File: src/rtl/ccff_loader.sv
// Streams 32-bit bitstream words LSB-first into a configuration flip-flop chain (optional readback: CCFF_READBACK_EN).
// Latency: a word accepted in cycle N drives its bit 0 in cycle N+1; DONE follows the last shift by one cycle.
// Backpressure: cfg_ready only while the word register is empty or on its last bit; shifting stalls when no word is held.
module ccff_loader #(
    parameter int CHAIN_LEN  = 1024,
    parameter int RST_CYCLES = 4
) (
    input  logic        prog_clk,
    input  logic        prog_reset_n,
    input  logic        start,
    input  logic        abort,
    input  logic [31:0] cfg_data,
    input  logic        cfg_valid,
    output logic        cfg_ready,
    output logic        ccff_head_out,
    output logic        ccff_shift_en,
    input  logic        ccff_tail_in,
    output logic        prog_reset_out,
    output logic        isol_n_out,
    output logic        busy,
    output logic        done,
    output logic [31:0] rb_data,
    output logic        rb_valid
);
    localparam logic [15:0] LEN  = 16'(CHAIN_LEN);
    localparam logic [7:0]  RLEN = 8'(RST_CYCLES);

    typedef enum logic [1:0] {IDLE, CHAIN_RST, SHIFT, DONE} state_t;

    state_t      state_q, state_d;
    logic [7:0]  rst_cnt_q;
    logic [15:0] bit_cnt_q;
    logic [15:0] acc_cnt_q;
    logic [31:0] wreg_q;
    logic [5:0]  wcnt_q;
    logic        rst_flag_q;

    logic        shifting, last_shift, start_ok, load;
    logic [15:0] remaining;
    logic [5:0]  load_bits;

    assign shifting   = (state_q == SHIFT) && (wcnt_q != 6'd0);
    assign last_shift = shifting && (bit_cnt_q == LEN - 16'd1);
    assign start_ok   = start && !abort && ((state_q == IDLE) || (state_q == DONE));
    assign busy       = (state_q == CHAIN_RST) || (state_q == SHIFT);
    // wcnt_q==1 in SHIFT always means that bit is leaving this cycle
    assign cfg_ready  = (state_q == SHIFT) && (acc_cnt_q < LEN) && (wcnt_q <= 6'd1);
    assign load       = cfg_valid && cfg_ready;
    assign remaining  = LEN - acc_cnt_q;
    assign load_bits  = (remaining >= 16'd32) ? 6'd32 : remaining[5:0];

    assign ccff_head_out  = wreg_q[0];
    assign ccff_shift_en  = shifting;
    assign prog_reset_out = rst_flag_q || (state_q == CHAIN_RST);
    assign isol_n_out     = (state_q == DONE);
    assign done           = (state_q == DONE);

    always_comb begin
        state_d = state_q;
        case (state_q)
            IDLE, DONE: if (start_ok) state_d = CHAIN_RST;
            CHAIN_RST: begin
                if (abort)                          state_d = IDLE;
                else if (rst_cnt_q == RLEN - 8'd1)  state_d = SHIFT;
            end
            SHIFT: begin
                if (abort)           state_d = IDLE;
                else if (last_shift) state_d = DONE;
            end
            default: state_d = IDLE;
        endcase
    end

    always_ff @(posedge prog_clk or negedge prog_reset_n) begin
        if (!prog_reset_n) begin
            state_q    <= IDLE;
            rst_cnt_q  <= '0;
            bit_cnt_q  <= '0;
            acc_cnt_q  <= '0;
            wreg_q     <= '0;
            wcnt_q     <= '0;
            rst_flag_q <= 1'b1;
        end else begin
            state_q    <= state_d;
            rst_flag_q <= 1'b0;
            if (start_ok) begin
                rst_cnt_q <= '0;
                bit_cnt_q <= '0;
                acc_cnt_q <= '0;
                wcnt_q    <= '0;
            end else if (busy && abort) begin
                wcnt_q <= '0;
                wreg_q <= '0;
            end else if (state_q == CHAIN_RST) begin
                rst_cnt_q <= rst_cnt_q + 8'd1;
            end else if (state_q == SHIFT) begin
                if (shifting) bit_cnt_q <= bit_cnt_q + 16'd1;
                if (load) begin
                    wreg_q    <= cfg_data;
                    wcnt_q    <= load_bits;
                    acc_cnt_q <= acc_cnt_q + {10'd0, load_bits};
                end else if (shifting) begin
                    wcnt_q <= wcnt_q - 6'd1;
                    // keep the final bit parked so the head line holds during stalls
                    if (wcnt_q > 6'd1) wreg_q <= {1'b0, wreg_q[31:1]};
                end
            end
        end
    end

`ifdef CCFF_READBACK_EN
    logic [31:0] rb_word_q, rb_data_q, rb_capture;
    logic [4:0]  rb_k_q;
    logic        rb_valid_q;

    assign rb_capture = rb_word_q | (32'(ccff_tail_in) << rb_k_q);
    assign rb_data    = rb_data_q;
    assign rb_valid   = rb_valid_q;

    always_ff @(posedge prog_clk or negedge prog_reset_n) begin
        if (!prog_reset_n) begin
            rb_word_q  <= '0;
            rb_data_q  <= '0;
            rb_k_q     <= '0;
            rb_valid_q <= 1'b0;
        end else begin
            rb_valid_q <= 1'b0;
            if (start_ok || (busy && abort)) begin
                rb_word_q <= '0;
                rb_k_q    <= '0;
            end else if (shifting) begin
                if ((rb_k_q == 5'd31) || last_shift) begin
                    rb_data_q  <= rb_capture;
                    rb_valid_q <= 1'b1;
                    rb_word_q  <= '0;
                    rb_k_q     <= '0;
                end else begin
                    rb_word_q <= rb_capture;
                    rb_k_q    <= rb_k_q + 5'd1;
                end
            end
        end
    end
`else
    logic unused_tail;
    assign unused_tail = ccff_tail_in;
    assign rb_data     = '0;
    assign rb_valid    = 1'b0;
`endif
endmodule
File: config.mk
export PLATFORM = sky130hd
export DESIGN_NAME = ccff_loader
export DESIGN_NICKNAME = d
export VERILOG_FILES = /design/src/rtl/ccff_loader.sv
export SDC_FILE = /design/constraint.sdc
export NUM_CORES = 1
export LEC_CHECK = 0
export ABC_CLOCK_PERIOD_IN_PS = 5400
export CAP_MARGIN = 20
export CORE_MARGIN = 5
export CORE_UTILIZATION = 57
export CTS_BUF_LIST = sky130_fd_sc_hd__clkbuf_2
export DETAILED_ROUTE_END_ITERATION = 10
export PLACE_DENSITY_LB_ADDON = 0.2
export SYNTH_ARGS = -nofsm -noshare
export SYNTH_HDL_FRONTEND = slang
export SYNTH_SLANG_ARGS = --single-unit
File: constraint.sdc
create_clock -name prog_clk -period 5.4 [get_ports prog_clk]
set_input_delay 1.08 -clock prog_clk [delete_from_list [all_inputs] [get_ports prog_clk]]
set_output_delay 1.08 -clock prog_clk [all_outputs]
set_load 0.01 [all_outputs]
# Yosys cells after proc, flatten, opt, wreduce, memory -nomap -nowiden

Index checks and enable logic that the tools add are counted.
W data, S select, Z words.

Input bits: 38
Word-level logic and storage cells: 91
Register bits: 81

Multiplexer cells: 32
Add/subtract/negate cells: 5
Magnitude comparators: 4
Reduce and logical (&&, ||, !) cells: 30
Eq/ne operators: 12
Bitwise logic cells: 1

Operator list:

| cell                     | number |
|---|---|
| $mux W32                 | 6 |
| $mux W16                 | 10 |
| $mux W6                  | 7 |
| $mux W8                  | 3 |
| $add A16 B1 Y16 const B  | 1 |
| $add A16 B6 Y16          | 1 |
| $eq A16 B10 Y1 const B   | 1 |
| $ge A16 B6 Y1 const B    | 1 |
| $lt A16 B11 Y1 const B   | 1 |
| $sub A11 B16 Y16 const A | 1 |
| $mux W2                  | 5 |
| $reduce_bool A2 Y1       | 5 |
| $reduce_bool A3 Y1       | 3 |
| $add A8 B1 Y8 const B    | 1 |
| $eq A8 B2 Y1 const B     | 1 |
| $logic_and A1 B1 Y1      | 8 |
| $reduce_and A4 Y1        | 2 |
| $gt A6 B1 Y1 const B     | 1 |
| $le A6 B1 Y1 const B     | 1 |
| $ne A2 B2 Y1 const B     | 3 |
| $ne A3 B2 Y1 const B     | 2 |
| $pmux W2 S3              | 1 |
| $reduce_and A3 Y1        | 2 |
| $reduce_bool A6 Y1       | 1 |
| other kinds (13)         | 16 |

# Longest topological paths before layout

Gate-level depths: netlist of the first run.

Word-level depth: 9
Depth in mapped cells: 19
Gate-level depth less buffers: 16

# Worst setup path after synthesis of the first run

No wires, ideal clock.

Path type: register to register
Start point: register acc_cnt_q[0]
End point: register acc_cnt_q[8]
Arrival: 3.756 ns
Setup time: 0.079 ns
Setup slack: 1.564 ns
Stages on the path, launching flop included: 18
Path through: dfrtp_1 -> buf_6 -> or3_1 -> buf_2 -> or4_1 -> a21o_1 -> a221oi_2 -> and2_1 -> buf_6 -> nand2_1 -> fa_1 -> nor2b_1 -> o21ai_0 -> a31oi_1 -> o22a_1 -> inv_1 -> a2111oi_2 -> mux2i_1

Word-level cells in the longest chain between the ends: 9
Elaborated cells between the ends (all ways): 15

RTL lines:

| what                   | RTL line | text |
|---|---|---|
| from (decl)            | 33       | `logic [15:0] acc_cnt_q;` |
| from (signal assigned) | 101      | `acc_cnt_q <= acc_cnt_q + {10'd0, load_bits};` |
| $sub A11 B16 Y16       | 49       | `assign remaining = LEN - acc_cnt_q;` |
| $ge A16 B6 Y1          | 50       | `assign load_bits = (remaining >= 16'd32) ? 6'd32 : remaining[5:0];` |
| $mux W6                | 50       |  |
| $add A16 B6 Y16        | 101      |  |
| $mux W16               | 98       | `if (load) begin` |
| $mux W16               | 96       | `end else if (state_q == SHIFT) begin` |
| $mux W16               | 94       | `end else if (state_q == CHAIN_RST) begin` |
| $mux W16               | 91       | `end else if (busy && abort) begin` |
| $mux W16               | 86       | `if (start_ok) begin` |

Several ways; a longest one is shown, not always the timed one. The select of a mux whose other input is x is not followed.
A chain may end at the register's enable or synchronous reset.

# Worst setup path after layout of the first run

Start point: register acc_cnt_q[2]
End point: register acc_cnt_q[8]

The elaborated chain is that of the path after synthesis.

==> results.md, run 1 <==
* Status: complete, no violations
* Initial drt markers at 183
* Synthesis-to-layout area growth at 8.97%
* Chip height at 105 microns
* Final worst-path cycle share at 0.832
* Via count at 4,269
* Top Ports at 78
* Clock Path Buffers at 2
* Post-Route WL at 11,100 microns
* CP max-delay cell: dfrtp_1
* Async SR Flop Fraction at 1.00
* Setup crit end kind: flip-flop
* Avg Cell Area, Syn at 8.65 sq um
* Worst EP arrival at 4.96 ns
* RSZ-0062 raised after global routing: no
* Kind of critical path: flip-flop to flip-flop
* Hold_buf cts at 0
* CTS tree: built
* Synth unique cells at 60
* Clk_lat worst skew at 0.53 ns
* WP data required at 5.86 ns
* Most common flop cell mapped by yosys: dfrtp_1
* Layout cells sized above 1 at 0.102
* ANT nets after route at 0
* Sequential area share after synthesis at 0.391
* Delay-heaviest family, CP: simple AND/OR/NAND/NOR gates
* Dominant cells by area after synthesis: dfrtp_1, nand2_1, mux2_2, buf_4, a21oi_1
* Avg WL per Cell at 15.1 microns
* Root Buffer: clkbuf_2
* IO buf count at 43
* First-pass GRT wire length at 19,300 microns
* Final min period at 4.49 ns
* Initial Util at 0.590
* Hpwl dp at 7770 microns
* Core Rows at 34
* Number of max-cap violations at 0
* Slew Limit Fails at 0
* GP Congestion at 0.915
* Area post-placement at 5500 sq um
* Vias/cell at 5.80
* Global route overflow at 0
* Largest net degree at the start of global routing at 82
* Fmax at 222 MHz
* Fin area at 5660 sq um
* Worst-margin pin slew at 0.819 ns
* Vias in the first global route at 4,138
* CP Launch Type: flip-flop
* Synth Warn # at 0
* Post-route DRC at 0
* Total die area at 11,100 sq um
* Number of H-tree levels at 3
* Yosys reg bits at 81
* # setup viols final at 0
* CTS clk-pin slew, worst paths at 0.23 ns
* Slew margin rel. at 0.450
* Pleak at 2.52 nW
* Setup bufs post-CTS at 0
* Pwr Density at 310 nW/um^2
* Setup TNS at 0 ns
* Antenna diodes at 0
* Mapped cell area at 5190 sq um
* Antenna violations before repair at 0
* Worst VDD drop at 243 uV
* Post-synth top area share at 0.386
* Hold WC Path Type: input port to asynchronous set/reset pin
* Final net count at 674
* Die X-Extent at 105 microns
* Post-synthesis cell count at 600
* CTS resizes at 0
* Worst Skew at 0.0292 ns
* CP Max Fanout at 12
* Core footprint at 8810 sq um
* Critical path cell sequence: or3_1 -> or4_1 -> a21o_1 -> a221oi_2 -> and2_1 -> nand2_1 -> fa_1 -> nor2b_1 -> o21ai_0 -> a31oi_1 -> o22a_1 -> inv_1 -> a2111oi_2 -> mux2i_1
* GRT Resource Usage Total at 0.206
* Fillcell total at 781
* Crit path largest cell delay at 0.57 ns
* Yosys top cell by area: dfrtp_1
* Clk sinks at 81
* Buffers and inverters on the worst path at 1
* CTS Buf Count at 9
* EDFF count, synth at 0
* Final hold vios at 0
* Detailed Routing Iterations Pass 1 at 4
## sequential cells by signal, indices dropped and copies added (netlist names)
name	flops
rst_flag_q	1
wreg_q	32
acc_cnt_q	16
bit_cnt_q	16
wcnt_q	6
rst_cnt_q	8
state_q	2
## worst paths after layout
path | startpoint | endpoint | slack (ns) | cells past startpoint
max reg2reg | acc_cnt_q[2]$_DFFE_PN0P_ | acc_cnt_q[8]$_DFFE_PN0P_ | 0.91 | 14
min in group prog_clk | wreg_q[4]$_DFFE_PN0P_ | wreg_q[4]$_DFFE_PN0P_ | 0.54 | 1
min reg2reg | wreg_q[4]$_DFFE_PN0P_ | wreg_q[4]$_DFFE_PN0P_ | 0.54 | 1
max in group asynchronous | prog_reset_n | bit_cnt_q[2]$_DFFE_PN0P_ | 4.36 | 2
max | acc_cnt_q[2]$_DFFE_PN0P_ | acc_cnt_q[8]$_DFFE_PN0P_ | 0.91 | 14
min | prog_reset_n | rst_cnt_q[0]$_DFFE_PN0P_ | 0.45 | 1
## stage by stage
step / cells / utilization / hold WS [ns] / setup WS (ns) / power, W
global placement: 720 / 0.625 / 0.489 / 1.15 / 0.00137
CTS: 735 / 0.639 / 0.539 / 0.957 / 0.00176
detailed placement: 720 / 0.625 / 0.495 / 1.04 / 0.00140
global route: 736 / 0.642 / 0.412 / 0.602 / 0.00188
floorplan: 633 / - / 0.478 / 1.56 / 0.00124
finish: 736 / 0.642 / 0.455 / 0.906 / 0.00176
## report_power, final
group / total (W) / internal, W / switching [W]
registers: 0.000714 / 0.000667 / 0.0000470
logic: 0.000679 / 0.000278 / 0.000400
clock network: 0.000363 / 0.000150 / 0.000214
total: 0.00176 / 0.00109 / 0.000661
## cell type report
class,instances,area [sq um],area share
multi-input cells,466,2810,0.497
repair buffers,49,493,0.0871
flip-flops and latches,81,2030,0.359
clock inverters,6,82.6,0.0146
well taps,108,135,0.0239
inverters,17,63.8,0.0113
clock buffers,9,45.0,0.00796
## synth_stat cells, types with 6 or more instances
library cell,instances
nand2_1,97
dfrtp_1,80
a21oi_1,49
nor2_1,44
buf_4,37
mux2_2,32
o21ai_0,29
clkbuf_1,27
nand3_1,19
inv_1,17
xor2_1,14
nor2b_1,12
ha_1,11
nor3_1,11
xnor2_1,11
mux2i_1,9
and3_1,8
o31ai_1,7
or3_1,7
a31oi_1,6
## layout by cell type, fill, tap and decap left out, drive strengths merged, types with 3 or more instances in the layout
cell type,synthesis,layout
mux2,32,32
a211oi,5,5
mux2i,9,9
or2,4,4
nand2,97,97
xnor2,11,11
ha,11,11
clkbuf,27,9
clkdlybuf4s50,0,42
nor2b,12,12
dfrtp,80,80
clkinv,0,3
conb,1,34
o21a,3,3
o2bb2ai,3,3
xor2,14,14
and2,3,3
inv,17,18
nor2,44,44
o31ai,7,7
and3,10,10
a31oi,6,6
or3,7,7
nor4,4,4
o21ai,30,30
nand4,5,5
a21oi,49,49
nand3,19,19
buf,42,7
a21o,4,4
nor3,11,11
## cell families (layout without fill, tap and decap cells)
logic type               Yosys count  after routing  synth area share
flip-flops                        81             81             0.391
XOR/XNOR                          25             25            0.0422
adder cells (fa/ha/maj)           12             12            0.0304
AND/OR/NAND/NOR                  226            226             0.201
buffers and inverters             86             81            0.0926
multiplexers                      41             41            0.0868
AO/OA/AOI/OAI                    128            128             0.155
other                              1             34          0.000722
## per-layer routing
metal  global-route usage  vias to the layer above  wire, microns
met1                0.274                     2083           5140
met3               0.0410                       23            472
met4               0.0694                        0            254
met2                0.337                      105           5240
li1                     -                     2058              -
met5                    0                        -              0
Note: power is estimated with default switching activity, not from simulation.
==> run 2, diff against run 1 <==
--- a/config.mk
+++ b/config.mk
@@ -5,7 +5,7 @@
 export SDC_FILE = /design/constraint.sdc
 export NUM_CORES = 1
 export LEC_CHECK = 0
-export ABC_CLOCK_PERIOD_IN_PS = 5400
+export ABC_CLOCK_PERIOD_IN_PS = 4580
 export CAP_MARGIN = 20
 export CORE_MARGIN = 5
 export CORE_UTILIZATION = 57
==> constraint.sdc (replaced) <==
create_clock -name prog_clk -period 4.58 [get_ports prog_clk]
set_input_delay 0.916 -clock prog_clk [delete_from_list [all_inputs] [get_ports prog_clk]]
set_output_delay 0.916 -clock prog_clk [all_outputs]
set_load 0.01 [all_outputs]
==> run 2 against run 1 <==
Die area stayed put. Critical path depth grew 2. Utilization is 0.14 points higher. Via count shrank 0.37%. Worst hold slack got worse by 0.17 ns. Maximum frequency grew 5.6%. Sequential cell count stayed put. First-iteration DRC count up 27%. Highest routed layer unchanged. Sequential share of layout area is 0.079 points lower. Clock-buffer cell count increased by 1. Sequential power rose by 18%. Setup slack got worse by 0.58 ns.
==> results.md, run 2 (synthesis results as in run 1) <==
* IO buf count at 43 (unchanged)
* Slew Limit Fails at 0 (unchanged)
* Area occupied by registers at 2030 sq um (unchanged)
* Clk_lat worst skew at 0.55 ns (was 0.53 ns)
* Terminus of the critical flop-to-flop path: acc_cnt_q[8]$_DFFE_PN0P_ (unchanged)
* Final hold vios at 0 (unchanged)
* Worst EP arrival at 4.74 ns (was 4.96 ns)
* Slew margin rel. at 0.554 (was 0.450)
* Post-route DRC at 0 (unchanged)
* Total die area at 11,100 sq um (unchanged)
* Worst Skew at 0.0276 ns (was 0.0292 ns)
* Hold WC Path Type: input port to asynchronous set/reset pin (unchanged)
* Chip height at 105 microns (unchanged)
* R2r setup slk at 0.32 ns (was 0.91 ns)
* Kind of critical path: flip-flop to flip-flop (unchanged)
* Pwr Density at 360 nW/um^2 (was 310 nW/um^2)
* CTS tree: built (unchanged)
* Layout Utilization at 0.644 (was 0.642)
* # setup viols final at 0 (unchanged)
* Most used cell along the critical path: inv_1
* Clock Path Buffers at 2 (unchanged)
* Root Buffer: clkbuf_2 (unchanged)
* CP max-delay cell: dfrtp_1 (unchanged)
* Crit path largest cell delay at 0.54 ns (was 0.57 ns)
* Antenna diodes at 0 (unchanged)
* Avg WL per Cell at 15.1 microns (about the same)
* Fillcell total at 745 (was 781)
* CTS Buf Count at 9 (unchanged)
* Hold_buf cts at 0 (unchanged)
* GP Congestion at 0.880 (was 0.915)
* RSZ-0062 raised after global routing: no (unchanged)
* Max reg flops at 32 (unchanged)
* Final worst-path cycle share at 0.929 (was 0.832)
* PnR worst setup slack at 0.324 ns (was 0.906 ns)
* Antenna violations before repair at 0 (unchanged)
* Layout cells sized above 1 at 0.109 (was 0.102)
* Final net count at 678 (was 674)
* Synthesis-to-layout area growth at 9.21% (was 8.97%)
* Setup crit end kind: flip-flop (unchanged)
* Global route overflow at 0 (unchanged)
* CP Launch Type: flip-flop (unchanged)
* Largest Register: wreg_q (unchanged)
* Top flop regs: wreg_q (32), acc_cnt_q (16), bit_cnt_q (16) (unchanged)
* Top Ports at 78 (unchanged)
* Post-place setup slack at 0.436 ns (was 1.04 ns)
* GRT Resource Usage Total at 0.208 (was 0.206)
* Die X-Extent at 105 microns (unchanged)
* Setup bufs post-CTS at 0 (unchanged)
* Most frequent cells in the layout: nand2_1, dfrtp_1, a21oi_1 (unchanged)
* Register-to-Register Path Depth at 16 (was 14)
* Clk sinks at 81 (unchanged)
* Initial Util at 0.590 (unchanged)
* First-pass GRT wire length at 19,200 microns (was 19,300 microns)
* Fmax at 235 MHz (was 222 MHz)
* Via count at 4,253 (was 4,269)
* Critical path cell sequence: inv_1 -> ha_1 -> nor2b_1 -> or4_1 -> a21o_1 -> a221oi_2 -> and3_2 -> inv_1 -> fa_1 -> nor2b_1 -> o21ai_0 -> a31oi_1 -> o22a_1 -> inv_1 -> a2111oi_2 -> mux2i_1 (was or3_1 -> or4_1 -> a21o_1 -> a221oi_2 -> and2_1 -> nand2_1 -> fa_1 -> nor2b_1 -> o21ai_0 -> a31oi_1 -> o22a_1 -> inv_1 -> a2111oi_2 -> mux2i_1)
* Core Rows at 34 (unchanged)
* Final min period at 4.26 ns (was 4.49 ns)
* Worst VDD drop at 234 uV (was 243 uV)
* Number of max-cap violations at 0 (unchanged)
* Largest net degree at the start of global routing at 82 (unchanged)
* Buffers and inverters on the worst path at 3 (was 1)
* ANT nets after route at 0 (unchanged)
* Vias in the first global route at 4,144 (was 4,138)
* CTS clk-pin slew, worst paths at 0.23 ns (about the same)
* CP Max Fanout at 8 (was 12)
* Commonest non-fill, non-tap cell in the layout: nand2_1 (unchanged)
* Detailed Routing Iterations Pass 1 at 7 (was 4)
* Initial drt markers at 233 (was 183)
* Setup TNS at 0 ns (unchanged)
* Hpwl dp at 7960 microns (was 7770 microns)
* Worst r2r src: acc_cnt_q[0]$_DFFE_PN0P_ (was acc_cnt_q[2]$_DFFE_PN0P_)
* Core footprint at 8810 sq um (unchanged)
* Post-Route WL at 11,200 microns (was 11,100 microns)
* Design Power at 0.00204 W (was 0.00176 W)
* Number of H-tree levels at 3 (unchanged)
* Worst-margin pin slew at 0.667 ns (was 0.819 ns)
* Delay-heaviest family, CP: compound AO/OA/AOI/OAI gates (was simple AND/OR/NAND/NOR gates)
* Pleak at 2.53 nW (was 2.52 nW)
* WP data required at 5.07 ns (was 5.86 ns)
* Multi-input gate area at 2810 sq um (unchanged)
* Vias/cell at 5.74 (was 5.80)
* CTS resizes at 0 (unchanged)
* Status: complete, no violations (unchanged)
[run 2: cell types whose count changed in the layout (fill, tap and decap cells not counted)]
| cell | change |
|---|---|
| clkinv_2 | -1 |
| inv_6 | -1 |
| buf_12 | +1 |
| clkbuf_2 | +1 |
| inv_8 | +1 |
| buf_16 | -1 |
| bufinv_16 | -1 |
| buf_4 | +4 |
| clkinv_4 | +2 |
[run 2: layout make-up]
class                   count  share of cell area
well taps                 108              0.0238
flip-flops and latches     81               0.358
inverters                  17              0.0113
repair buffers             53              0.0909
clock buffers              10             0.00883
clock inverters             6              0.0119
multi-input cells         466               0.495
[run 2: per-layer routing]
metal  GRT usage  routed length [microns]  vias up
li1            -                        -     2071
met1       0.272                     5000     2063
met2       0.344                     5450      106
met3      0.0501                      566       13
met4      0.0609                      138        0
met5           0                        0        -
[run 2: through the flow]
| step | std cells | hold slack, ns | instance area, sq um |
|---|---|---|---|
| after CTS | 740 | 0.501 | 5650 |
| final | 741 | 0.280 | 5670 |
| after floorplan | 633 | 0.478 | 5320 |
| after detailed placement | 724 | 0.497 | 5530 |
| after global placement | 724 | 0.490 | 5530 |
| after global routing | 741 | 0.255 | 5670 |
[run 2: report_power, final]
part	leakage, nW	internal (W)	switching [W]
registers	1.12	0.000786	0.0000582
logic	1.34	0.000336	0.000466
clock network	0.0754	0.000132	0.000261
[run 2: worst max path at each step]
stage | start | end | slack [ns] | cells past startpoint
after floorplan | acc_cnt_q[0]$_DFFE_PN0P_ | acc_cnt_q[8]$_DFFE_PN0P_ | 0.74 | 17
after global placement | acc_cnt_q[2]$_DFFE_PN0P_ | acc_cnt_q[8]$_DFFE_PN0P_ | 0.55 | 14
after detailed placement | acc_cnt_q[0]$_DFFE_PN0P_ | acc_cnt_q[8]$_DFFE_PN0P_ | 0.44 | 16
after CTS | acc_cnt_q[0]$_DFFE_PN0P_ | acc_cnt_q[8]$_DFFE_PN0P_ | 0.37 | 16
after global routing | acc_cnt_q[1]$_DFFE_PN0P_ | acc_cnt_q[8]$_DFFE_PN0P_ | 0.09 | 16
final | acc_cnt_q[0]$_DFFE_PN0P_ | acc_cnt_q[8]$_DFFE_PN0P_ | 0.32 | 16
